[src/rtl/uart_command_decoder.sv]
// Byte-frame command decoder between the UART receiver and the ALU / register file.
// It parses write, read, burst-write and ALU commands, with an inter-frame timeout.
module uart_command_decoder #(
  parameter int unsigned DATA_WIDTH          = 8,
  parameter int unsigned REGISTER_FILE_DEPTH = 16,
  parameter int unsigned ALU_FUNCTION_WIDTH  = 4,
  parameter int unsigned TIMEOUT_CYCLES      = 1023,
  parameter logic [DATA_WIDTH-1:0] WRITE_CMD       = 'hAA,
  parameter logic [DATA_WIDTH-1:0] READ_CMD        = 'hBB,
  parameter logic [DATA_WIDTH-1:0] ALU_OPS_CMD     = 'hCC,
  parameter logic [DATA_WIDTH-1:0] ALU_NOOPS_CMD   = 'hDD,
  parameter logic [DATA_WIDTH-1:0] BURST_WRITE_CMD = 'hEE,
  parameter int unsigned OPERAND_A_ADDRESS = 0,
  parameter int unsigned OPERAND_B_ADDRESS = 1,
  localparam int unsigned AW = (REGISTER_FILE_DEPTH > 1) ? $clog2(REGISTER_FILE_DEPTH) : 1
) (
  input  logic                          i_clk,
  input  logic                          i_rst_n,
  input  logic                          i_enable,
  input  logic                          i_parallel_data_valid_synchronized,
  input  logic [DATA_WIDTH-1:0]         i_parallel_data_synchronized,
  output logic [ALU_FUNCTION_WIDTH-1:0] o_alu_function,
  output logic                          o_alu_enable,
  output logic                          o_alu_clk_enable,
  output logic [AW-1:0]                 o_address,
  output logic                          o_write_enable,
  output logic [DATA_WIDTH-1:0]         o_write_data,
  output logic                          o_read_enable,
  output logic                          o_busy,
  output logic                          o_command_error,
  output logic                          o_timeout_error
);

  // Timer only has to hold up to TIMEOUT_CYCLES-1.
  localparam int unsigned TW = (TIMEOUT_CYCLES > 1) ? $clog2(TIMEOUT_CYCLES) : 1;
  localparam logic [TW-1:0] TIMER_LAST = TW'((TIMEOUT_CYCLES > 0) ? TIMEOUT_CYCLES - 1 : 0);
  localparam logic [AW-1:0] ADDR_LAST  = AW'(REGISTER_FILE_DEPTH - 1);

  typedef enum logic [3:0] {
    StIdle, StWrAddr, StWrData, StRdAddr, StOpa, StOpb, StAluFunc,
    StAluWake, StAluEval, StAluDone, StBurstAddr, StBurstCount, StBurstData
  } state_e;

  state_e                        r_state;
  logic [AW-1:0]                 r_addr;
  logic [ALU_FUNCTION_WIDTH-1:0] r_func;
  logic [DATA_WIDTH-1:0]         r_count;
  logic [TW-1:0]                 r_timer;

  logic [ALU_FUNCTION_WIDTH-1:0] r_alu_function;
  logic                          r_alu_enable;
  logic                          r_alu_clk_enable;
  logic [AW-1:0]                 r_address;
  logic                          r_write_enable;
  logic [DATA_WIDTH-1:0]         r_write_data;
  logic                          r_read_enable;
  logic                          r_busy;
  logic                          r_command_error;
  logic                          r_timeout_error;

  logic                  w_strobe;
  logic [DATA_WIDTH-1:0] w_frame;
  logic [AW-1:0]         w_frame_addr;
  logic [AW-1:0]         w_addr_inc;
  logic                  w_window;
  logic                  w_counting;
  logic                  w_expire;

  assign w_strobe     = i_parallel_data_valid_synchronized;
  assign w_frame      = i_parallel_data_synchronized;
  assign w_frame_addr = w_frame[AW-1:0];
  assign w_addr_inc   = (r_addr == ADDR_LAST) ? '0 : r_addr + AW'(1);
  assign w_window     = (r_state == StAluWake) || (r_state == StAluEval) ||
                        (r_state == StAluDone);
  assign w_counting   = (r_state != StIdle) && !w_window;
  assign w_expire     = (TIMEOUT_CYCLES != 0) && (r_timer == TIMER_LAST);

  always_ff @(posedge i_clk or negedge i_rst_n) begin
    if (!i_rst_n) begin
      r_state          <= StIdle;
      r_addr           <= '0;
      r_func           <= '0;
      r_count          <= '0;
      r_timer          <= '0;
      r_alu_function   <= '0;
      r_alu_enable     <= 1'b0;
      r_alu_clk_enable <= 1'b0;
      r_address        <= '0;
      r_write_enable   <= 1'b0;
      r_write_data     <= '0;
      r_read_enable    <= 1'b0;
      r_busy           <= 1'b0;
      r_command_error  <= 1'b0;
      r_timeout_error  <= 1'b0;
    end else begin
      r_alu_function   <= '0;
      r_alu_enable     <= 1'b0;
      r_alu_clk_enable <= 1'b0;
      r_address        <= '0;
      r_write_enable   <= 1'b0;
      r_write_data     <= '0;
      r_read_enable    <= 1'b0;
      r_command_error  <= 1'b0;
      r_timeout_error  <= 1'b0;
      if (w_strobe) begin
        r_timer <= '0;
      end

      unique case (r_state)
        StIdle: begin
          r_timer <= '0;
          if (w_strobe && i_enable) begin
            r_busy <= 1'b1;
            if (w_frame == WRITE_CMD) begin
              r_state <= StWrAddr;
            end else if (w_frame == READ_CMD) begin
              r_state <= StRdAddr;
            end else if (w_frame == ALU_OPS_CMD) begin
              r_state <= StOpa;
            end else if (w_frame == ALU_NOOPS_CMD) begin
              r_state <= StAluFunc;
            end else if (w_frame == BURST_WRITE_CMD) begin
              r_state <= StBurstAddr;
            end else begin
              r_busy          <= 1'b0;
              r_command_error <= 1'b1;
            end
          end
        end
        StWrAddr: begin
          if (w_strobe) begin
            r_addr  <= w_frame_addr;
            r_state <= StWrData;
          end
        end
        StWrData: begin
          if (w_strobe) begin
            r_write_enable <= 1'b1;
            r_address      <= r_addr;
            r_write_data   <= w_frame;
            r_state        <= StIdle;
            r_busy         <= 1'b0;
          end
        end
        StRdAddr: begin
          if (w_strobe) begin
            r_read_enable <= 1'b1;
            r_address     <= w_frame_addr;
            r_state       <= StIdle;
            r_busy        <= 1'b0;
          end
        end
        StOpa: begin
          if (w_strobe) begin
            r_write_enable <= 1'b1;
            r_address      <= AW'(OPERAND_A_ADDRESS);
            r_write_data   <= w_frame;
            r_state        <= StOpb;
          end
        end
        StOpb: begin
          if (w_strobe) begin
            r_write_enable <= 1'b1;
            r_address      <= AW'(OPERAND_B_ADDRESS);
            r_write_data   <= w_frame;
            r_state        <= StAluFunc;
          end
        end
        StAluFunc: begin
          if (w_strobe) begin
            r_func           <= w_frame[ALU_FUNCTION_WIDTH-1:0];
            r_alu_clk_enable <= 1'b1;
            r_state          <= StAluWake;
          end
        end
        // The ALU window runs on a fixed schedule; frames arriving inside it are dropped.
        StAluWake: begin
          r_command_error  <= w_strobe;
          r_alu_clk_enable <= 1'b1;
          r_alu_enable     <= 1'b1;
          r_alu_function   <= r_func;
          r_state          <= StAluEval;
        end
        StAluEval: begin
          r_command_error  <= w_strobe;
          r_alu_clk_enable <= 1'b1;
          r_state          <= StAluDone;
        end
        StAluDone: begin
          r_command_error <= w_strobe;
          r_state         <= StIdle;
          r_busy          <= 1'b0;
        end
        StBurstAddr: begin
          if (w_strobe) begin
            r_addr  <= w_frame_addr;
            r_state <= StBurstCount;
          end
        end
        StBurstCount: begin
          if (w_strobe) begin
            r_count <= w_frame;
            if (w_frame == '0) begin
              r_state <= StIdle;
              r_busy  <= 1'b0;
            end else begin
              r_state <= StBurstData;
            end
          end
        end
        StBurstData: begin
          if (w_strobe) begin
            r_write_enable <= 1'b1;
            r_address      <= r_addr;
            r_write_data   <= w_frame;
            r_addr         <= w_addr_inc;
            r_count        <= r_count - DATA_WIDTH'(1);
            if (r_count == DATA_WIDTH'(1)) begin
              r_state <= StIdle;
              r_busy  <= 1'b0;
            end
          end
        end
        default: begin
          r_state <= StIdle;
          r_busy  <= 1'b0;
        end
      endcase

      // A strobe in the expiry cycle takes priority over the timeout.
      if (w_counting && !w_strobe) begin
        if (w_expire) begin
          r_state         <= StIdle;
          r_busy          <= 1'b0;
          r_timeout_error <= 1'b1;
          r_timer         <= '0;
        end else begin
          r_timer <= r_timer + TW'(1);
        end
      end
    end
  end

  assign o_alu_function   = r_alu_function;
  assign o_alu_enable     = r_alu_enable;
  assign o_alu_clk_enable = r_alu_clk_enable;
  assign o_address        = r_address;
  assign o_write_enable   = r_write_enable;
  assign o_write_data     = r_write_data;
  assign o_read_enable    = r_read_enable;
  assign o_busy           = r_busy;
  assign o_command_error  = r_command_error;
  assign o_timeout_error  = r_timeout_error;

endmodule

[config.mk]
export PLATFORM = sky130hd
export DESIGN_NAME = uart_command_decoder
export DESIGN_NICKNAME = d
export VERILOG_FILES = /design/src/rtl/uart_command_decoder.sv
export SDC_FILE = /design/constraint.sdc
export NUM_CORES = 1
export LEC_CHECK = 0
export ABC_AREA = 1
export CAP_MARGIN = 25
export CORE_AREA = 5 5 100 102
export CTS_CLUSTER_SIZE = 20
export DETAILED_ROUTE_END_ITERATION = 12
export DIE_AREA = 0 0 105 107
export PLACE_DENSITY = 0.54
export SYNTH_ARGS = -nofsm -noshare
export SYNTH_HDL_FRONTEND = slang
export SYNTH_SLANG_ARGS = --single-unit
[constraint.sdc]
create_clock -name i_clk -period 2.2 [get_ports i_clk]
set_clock_uncertainty 0.2 [all_clocks]
set_input_delay 0.33 -clock i_clk [delete_from_list [all_inputs] [get_ports i_clk]]
set_output_delay 0.33 -clock i_clk [all_outputs]
set_load 0.005 [all_outputs]
# [Yosys cells after proc, flatten, opt, wreduce, memory -nomap -nowiden]
# Index checks and enable logic that the tools add are counted.
[totals] regBits=53 inputBits=12 output_inout_bits=23 wordCells=129
[classes] n_addsub=3 n_eq_ne=23 muxes=65 reduce_logical=23
[op_table] op="two-way mux 4 bit" count=24
[op_table] op="case mux 4 bit (11 select lines)" count=1
[op_table] op="== test 8 bit, second input constant" count=5
[op_table] op="two-way mux 10 bit" count=4
[op_table] op="two-way mux 8 bit" count=4
[op_table] op="two-way mux 1 bit" count=26
[op_table] op="== test 4 bit, second input constant" count=6
[op_table] op="== test 4 x 3 -> 1 bit, second input constant" count=4
[op_table] op="case mux 8 bit (2 select lines)" count=1
[op_table] op="case mux 4 bit (3 select lines)" count=1
[op_table] op="adder 10 x 1 -> 10 bit, second input constant" count=1
[op_table] op="== test 10 bit, second input constant" count=1
[op_table] op="== test 4 x 2 -> 1 bit, second input constant" count=2
[op_table] op="== test 8 x 1 -> 1 bit, second input constant" count=1
[op_table] op="logical NOT 8 bit" count=1
[op_table] op="case mux 4 bit (2 select lines)" count=1
[op_table] op="OR reduction 2 bit" count=4
[op_table] op="subtractor 8 x 1 -> 8 bit, second input constant" count=1
[op_table] op="OR reduction 7 bit" count=1
[op_table] op="AND reduction 3 bit" count=2
[op_table] op="case mux 1 bit (5 select lines)" count=1
[op_table] op="adder 4 x 1 -> 4 bit, second input constant" count=1
[op_table] op="== test 4 x 1 -> 1 bit, second input constant" count=1
[op_table] op="logical NOT 4 bit" count=1
[op_table] op="12 further kinds" count=19

# [Longest topological paths before layout]
[logic_depth] ltp_word=10 mapped_depth=11

# [Least setup slack after synthesis]
# OpenSTA, ideal clock, no wires.
[synth_path] path_type="reg-to-reg" start="register r_timer[0]" end="register r_timer[6]" setup_ps=128 arrival_ps=1286 t_required_ps=1872 path_slack_ps=586 path_stages_with_launch=8 path_buffers=0 period_less_slack_ps=1614 path_cell_list="dfrtp_1 inv_1 ha_1 nand3_1 nor3_2 nor2_4 inv_2 o22ai_1"
[synth_via] elab_chain_len=3 elab_cells_between_ends=4
[synth_rtl] element="from (decl)" line="48" source="logic [TW-1:0] r_timer;"
[synth_rtl] element="from (signal assigned)" line="238" source="r_timer <= r_timer + TW'(1);"
[synth_rtl] element="adder 10 x 1 -> 10 bit / == test 10 bit (equally long branches)" line="238, 76"
[synth_rtl] element="two-way mux 10 bit *" line="232" source="if (w_expire) begin"
[synth_rtl] element="two-way mux 10 bit *" line="231" source="if (w_counting && !w_strobe) begin"
# Mark *: on every way between the ends. The rest lies on a longest branch, timed or not.
# A chain may end at the register's enable or synchronous reset.

# [Worst setup path in the final report]
[layout_path] start="register r_state[1]" end="register r_addr[1]"
[layout_via] elab_chain_len=4 elab_cells_between_ends=9
[layout_rtl] element="from (decl)" line="44" source="state_e r_state;"
[layout_rtl] element="from (signal assigned)" line="80" source="r_state <= StIdle;"
[layout_rtl] element="from (signal assigned)" line="115" source="r_state <= StWrAddr;"
[layout_rtl] element="from (signal assigned)" line="117" source="r_state <= StRdAddr;"
[layout_rtl] element="== test 4 bit / == test 4 x 1 -> 1 bit (equally long branches)" line="109" source="unique case (r_state)"
[layout_rtl] element="OR reduction 2 bit (no line)"
[layout_rtl] element="inequality test 2 x 1 -> 1 bit (no line) / nonzero test 2 bit (equally long branches)"
[layout_rtl] element="AND reduction 3 bit (no line)"
[layout_rtl] element="to (signal assigned)" line="132" source="r_addr <= w_frame_addr;"
[layout_rtl] element="to (signal assigned)" line="196" source="r_addr <= w_frame_addr;"
[layout_rtl] element="to (signal assigned)" line="216" source="r_addr <= w_addr_inc;"
[layout_rtl] element="to (decl)" line="45" source="logic [AW-1:0] r_addr;"
# Several ways; a longest one is shown, not always the timed one.

==> run summary <==
Across the run, the number of max-cap violations was 0. The multi-input gate area in the final layout was 0.00148 mm²; the initial standard-cell utilization of the core was 34.2%. Data on the critical path arrives at its endpoint at 1.90 ns. STA classifies the critical path startpoint as a flop.

Summed over all layers, the routed wires come to 7090 µm. The run gives 0 as the final setup violation count. After synthesis, the cell types taking the most area are dfrtp_1 43%, nand2_1 11%, nor2_1 6.7%, inv_1 4.5%, o21ai_0 3.9%. Dividing the synthesized area by the synthesized cell count gives 7.90 µm². The number of antenna diodes in the final layout is 0. The pin count of the biggest net entering global routing came out at 25.

The most numerous cell on the critical path was nand2_1. Post-synthesis cell type count: 42. The die covers 0.0112 mm². On the worst path, the slowest cell contributes a delay of 0.67 ns. Summed over all failing endpoints, the final setup total negative slack is 0 ns. The top cell type by area accounts for 42.9% of the synthesized area. The tightest min-delay check is of the in2async type. Dividing the final minimum period by the clock period gives 86.0%. For this run, the register share of the synthesized area comes to 42.9%. Buffers placed on the I/O ports in this run total 34. The tree built by TritonCTS fans out to 53 sinks.

The maximum clock frequency is 529 MHz. In this run, the number of DRC markers left after iteration 0 of detailed routing was 113. The post-place setup slack is 0.125 ns. The deepest clock path buffer count is 2.

Setup repair after global routing left no endpoint under its margin. Final net count: 450. Along the worst path, the maximum fanout reaches 8. The number of placed instances, taps included, is 536. The count of TritonRoute iterations in the first routing pass was 4. The die is 105 µm wide. VDD sags by at most 435 µV.

Once placement finished, the instance area stood at 0.00355 mm². The overall fraction of global-route tracks in use was 13.4%; the quantity of gates resized following cts was 0. The standard cell with the maximum stage delay on the critical path is dfrtp_1.

Detailed placement ended at an HPWL of 5540 µm. The count of yosys warnings during synthesis is 0, and the height of the die is 107 µm. After synthesis the cells add up to 0.00309 mm². The tools report the post-synthesis net count as 408. Using the TritonRoute via totals, the vias-per-cell ratio works out to 4.70. Dividing total power by cell area gives a power density of 948 mW/mm². The routed layout has 2561 vias. The number of global-route vias before repair was 2581; the fraction of layout instances using a drive strength above 1 was 17.1%. Number of buffers inserted during clock tree synthesis: 5. Once layout is complete, the cells apart from fillers number 545. The tools report the worst slew margin relative to its limit as 66.0%. Compared with the post-synthesis result, the final layout area differs by 19.1%. In the synthesized netlist the async set-or-reset flop fraction comes to 100%. Registers take 0.00133 mm². The filler cells instantiated in the layout total 926. The clock period could shrink to 1.89 ns.

The worst path meets setup with 0.308 ns of slack. In the synthesized netlist, the cells that appear most often are 88 x nand2_1, 55 x nor2_1, 53 x dfrtp_1. The tools report the critical path required time as 2.21 ns.

Insertion delay to the later sink of the worst-skew pair: 0.31 ns. TritonCTS built the clock tree. The design draws 3.49 mW.

The run finished with clean final reports. For the count of final max-slew check failures, the log shows 0. STA classifies the critical path endpoint as a flop. The core region is 0.00902 mm². For the number of nets with antenna violations after detailed routing, the log shows 0. The tools report the final routed DRC violation total as 0. The setup path with the least slack is of type reg2reg. The floorplan has 35 rows. 35 I/O pins were placed.

The tools report the root buffer cell as clkbuf_8. For the number of antenna violations at the first check in global routing, the log shows 0. The level count of the clock H-tree came out at 2. The most repeated cell in the gate-level netlist after synthesis is nand2_1. Counting flops with a built-in enable in the synthesized netlist gives 0.

In the final routed layout, each cell accounts on average for 13.0 µm. dfrtp_1 takes more of the synthesized area than any other cell. The critical path goes through inv_1 > nand2_1 > nor2_1 > nor2_1 > nand2_1 > nand2_1 > clkinv_2 > o21a_1. Once layout is done, the placed cells without fillers occupy 0.00368 mm². The first global-routing pass estimated 12400 µm of wire. The static leakage is 1.78 nW, and the final hold violation count is 0. Commonest register cell after synthesis: dfrtp_1.

Cell count after synthesis: 391. At the pin with the least slew margin, the transition time is 0.510 ns. Clock-pin slew was measured on the worst setup and hold paths at 0.10 ns. Routability-driven placement finished with a final weighted congestion of 0.859. Global routing finished with a remaining overflow of 0. The synthesis-stage register bit count works out to 53.
==> final timing paths <==
check	from	to	slack (ns)	cells after the start
worst max-delay path	r_state[1]	r_addr[1]	0.31	8
worst min-delay path	i_rst_n	o_write_data[3]	0.25	2
worst max register to register	r_state[1]	r_addr[1]	0.31	8
worst min register to register	r_func[3]	r_func[3]	0.30	2
max in group asynchronous	i_rst_n	o_busy	0.91	3
min in group i_clk	r_func[3]	r_func[3]	0.30	2
==> layout by cell type (no fill, tap or decap), types with 5 or more instances in the layout <==
cell,count
a21oi_1,7
buf_4,6
clkbuf_8,5
clkdlybuf4s50_1,33
dfrtp_1,53
ha_1,5
inv_1,37
inv_2,17
nand2_1,88
nand2_2,10
nand2_4,7
nand3_1,23
nor2_1,55
o21ai_0,24
o22ai_1,5
==> report_power, final <==
| part | switching [mW] | total, mW | internal (mW) | leakage (nW) |
|---|---|---|---|---|
| clock | 0.349 | 0.699 | 0.349 | 0.0603 |
| combinational | 0.795 | 1.35 | 0.551 | 1.03 |
| sequential | 0.242 | 1.44 | 1.20 | 0.696 |
==> metrics by stage <==
step | utilization, % | hold slack, ns
floorplan | - | -0.166
global placement | 39.4 | 0.0610
detailed placement | 39.4 | 0.0598
CTS | 40.8 | 0.258
global route | 40.8 | 0.279
finish | 40.8 | 0.248
==> sequential cells by signal, indices dropped and copies added, names as in the netlist, 4 cells and up <==
register and cells:
r_timer 10, o_address 4, r_func 4, o_alu_function 4
r_addr 4, o_write_data 8, r_state 4, r_count 8
==> repair_timing <==
item	CTS	global route
hold buffers	1	0
endpoints found under the hold margin	14	0
buffers inserted	0	0
==> cell type report <==
class | instances | area share, %
clock inverter | 3 | 1.36
clock buffer | 5 | 1.87
tap | 111 | 3.77
multi-input combinational | 274 | 40.2
inverter | 58 | 6.12
timing repair buffer | 41 | 10.6
sequential | 53 | 36.0
==> metal layers <==
layer	wire, µm	GRT usage (%)	up-vias
met5	0	0	-
met4	95	3.84	0
met3	279	2.35	8
met2	3290	21.5	39
met1	3420	18.4	1194
li1	-	-	1320
==> cells by family (layout without fill, tap and decap cells) <==
group	count (synthesis)	in the layout	synth area share, %
AO/OA/AOI/OAI	55	55	11.2
flip-flops	53	53	42.9
AND/OR/NAND/NOR	208	208	33.0
buffers and inverters	64	107	9.15
adder cells (fa/ha/maj)	5	5	2.03
XOR/XNOR	6	6	1.70
==> worst max-delay path, delay by kind of cell, from the launching register on <==
| family | cells | cell delay [ns] |
|---|---|---|
| buffers and inverters | 2 | 0.32 |
| AO/OA/AOI/OAI | 1 | 0.18 |
| flip-flops | 1 | 0.67 |
| AND/OR/NAND/NOR | 5 | 0.42 |
Power figures use the tool's default switching activity.
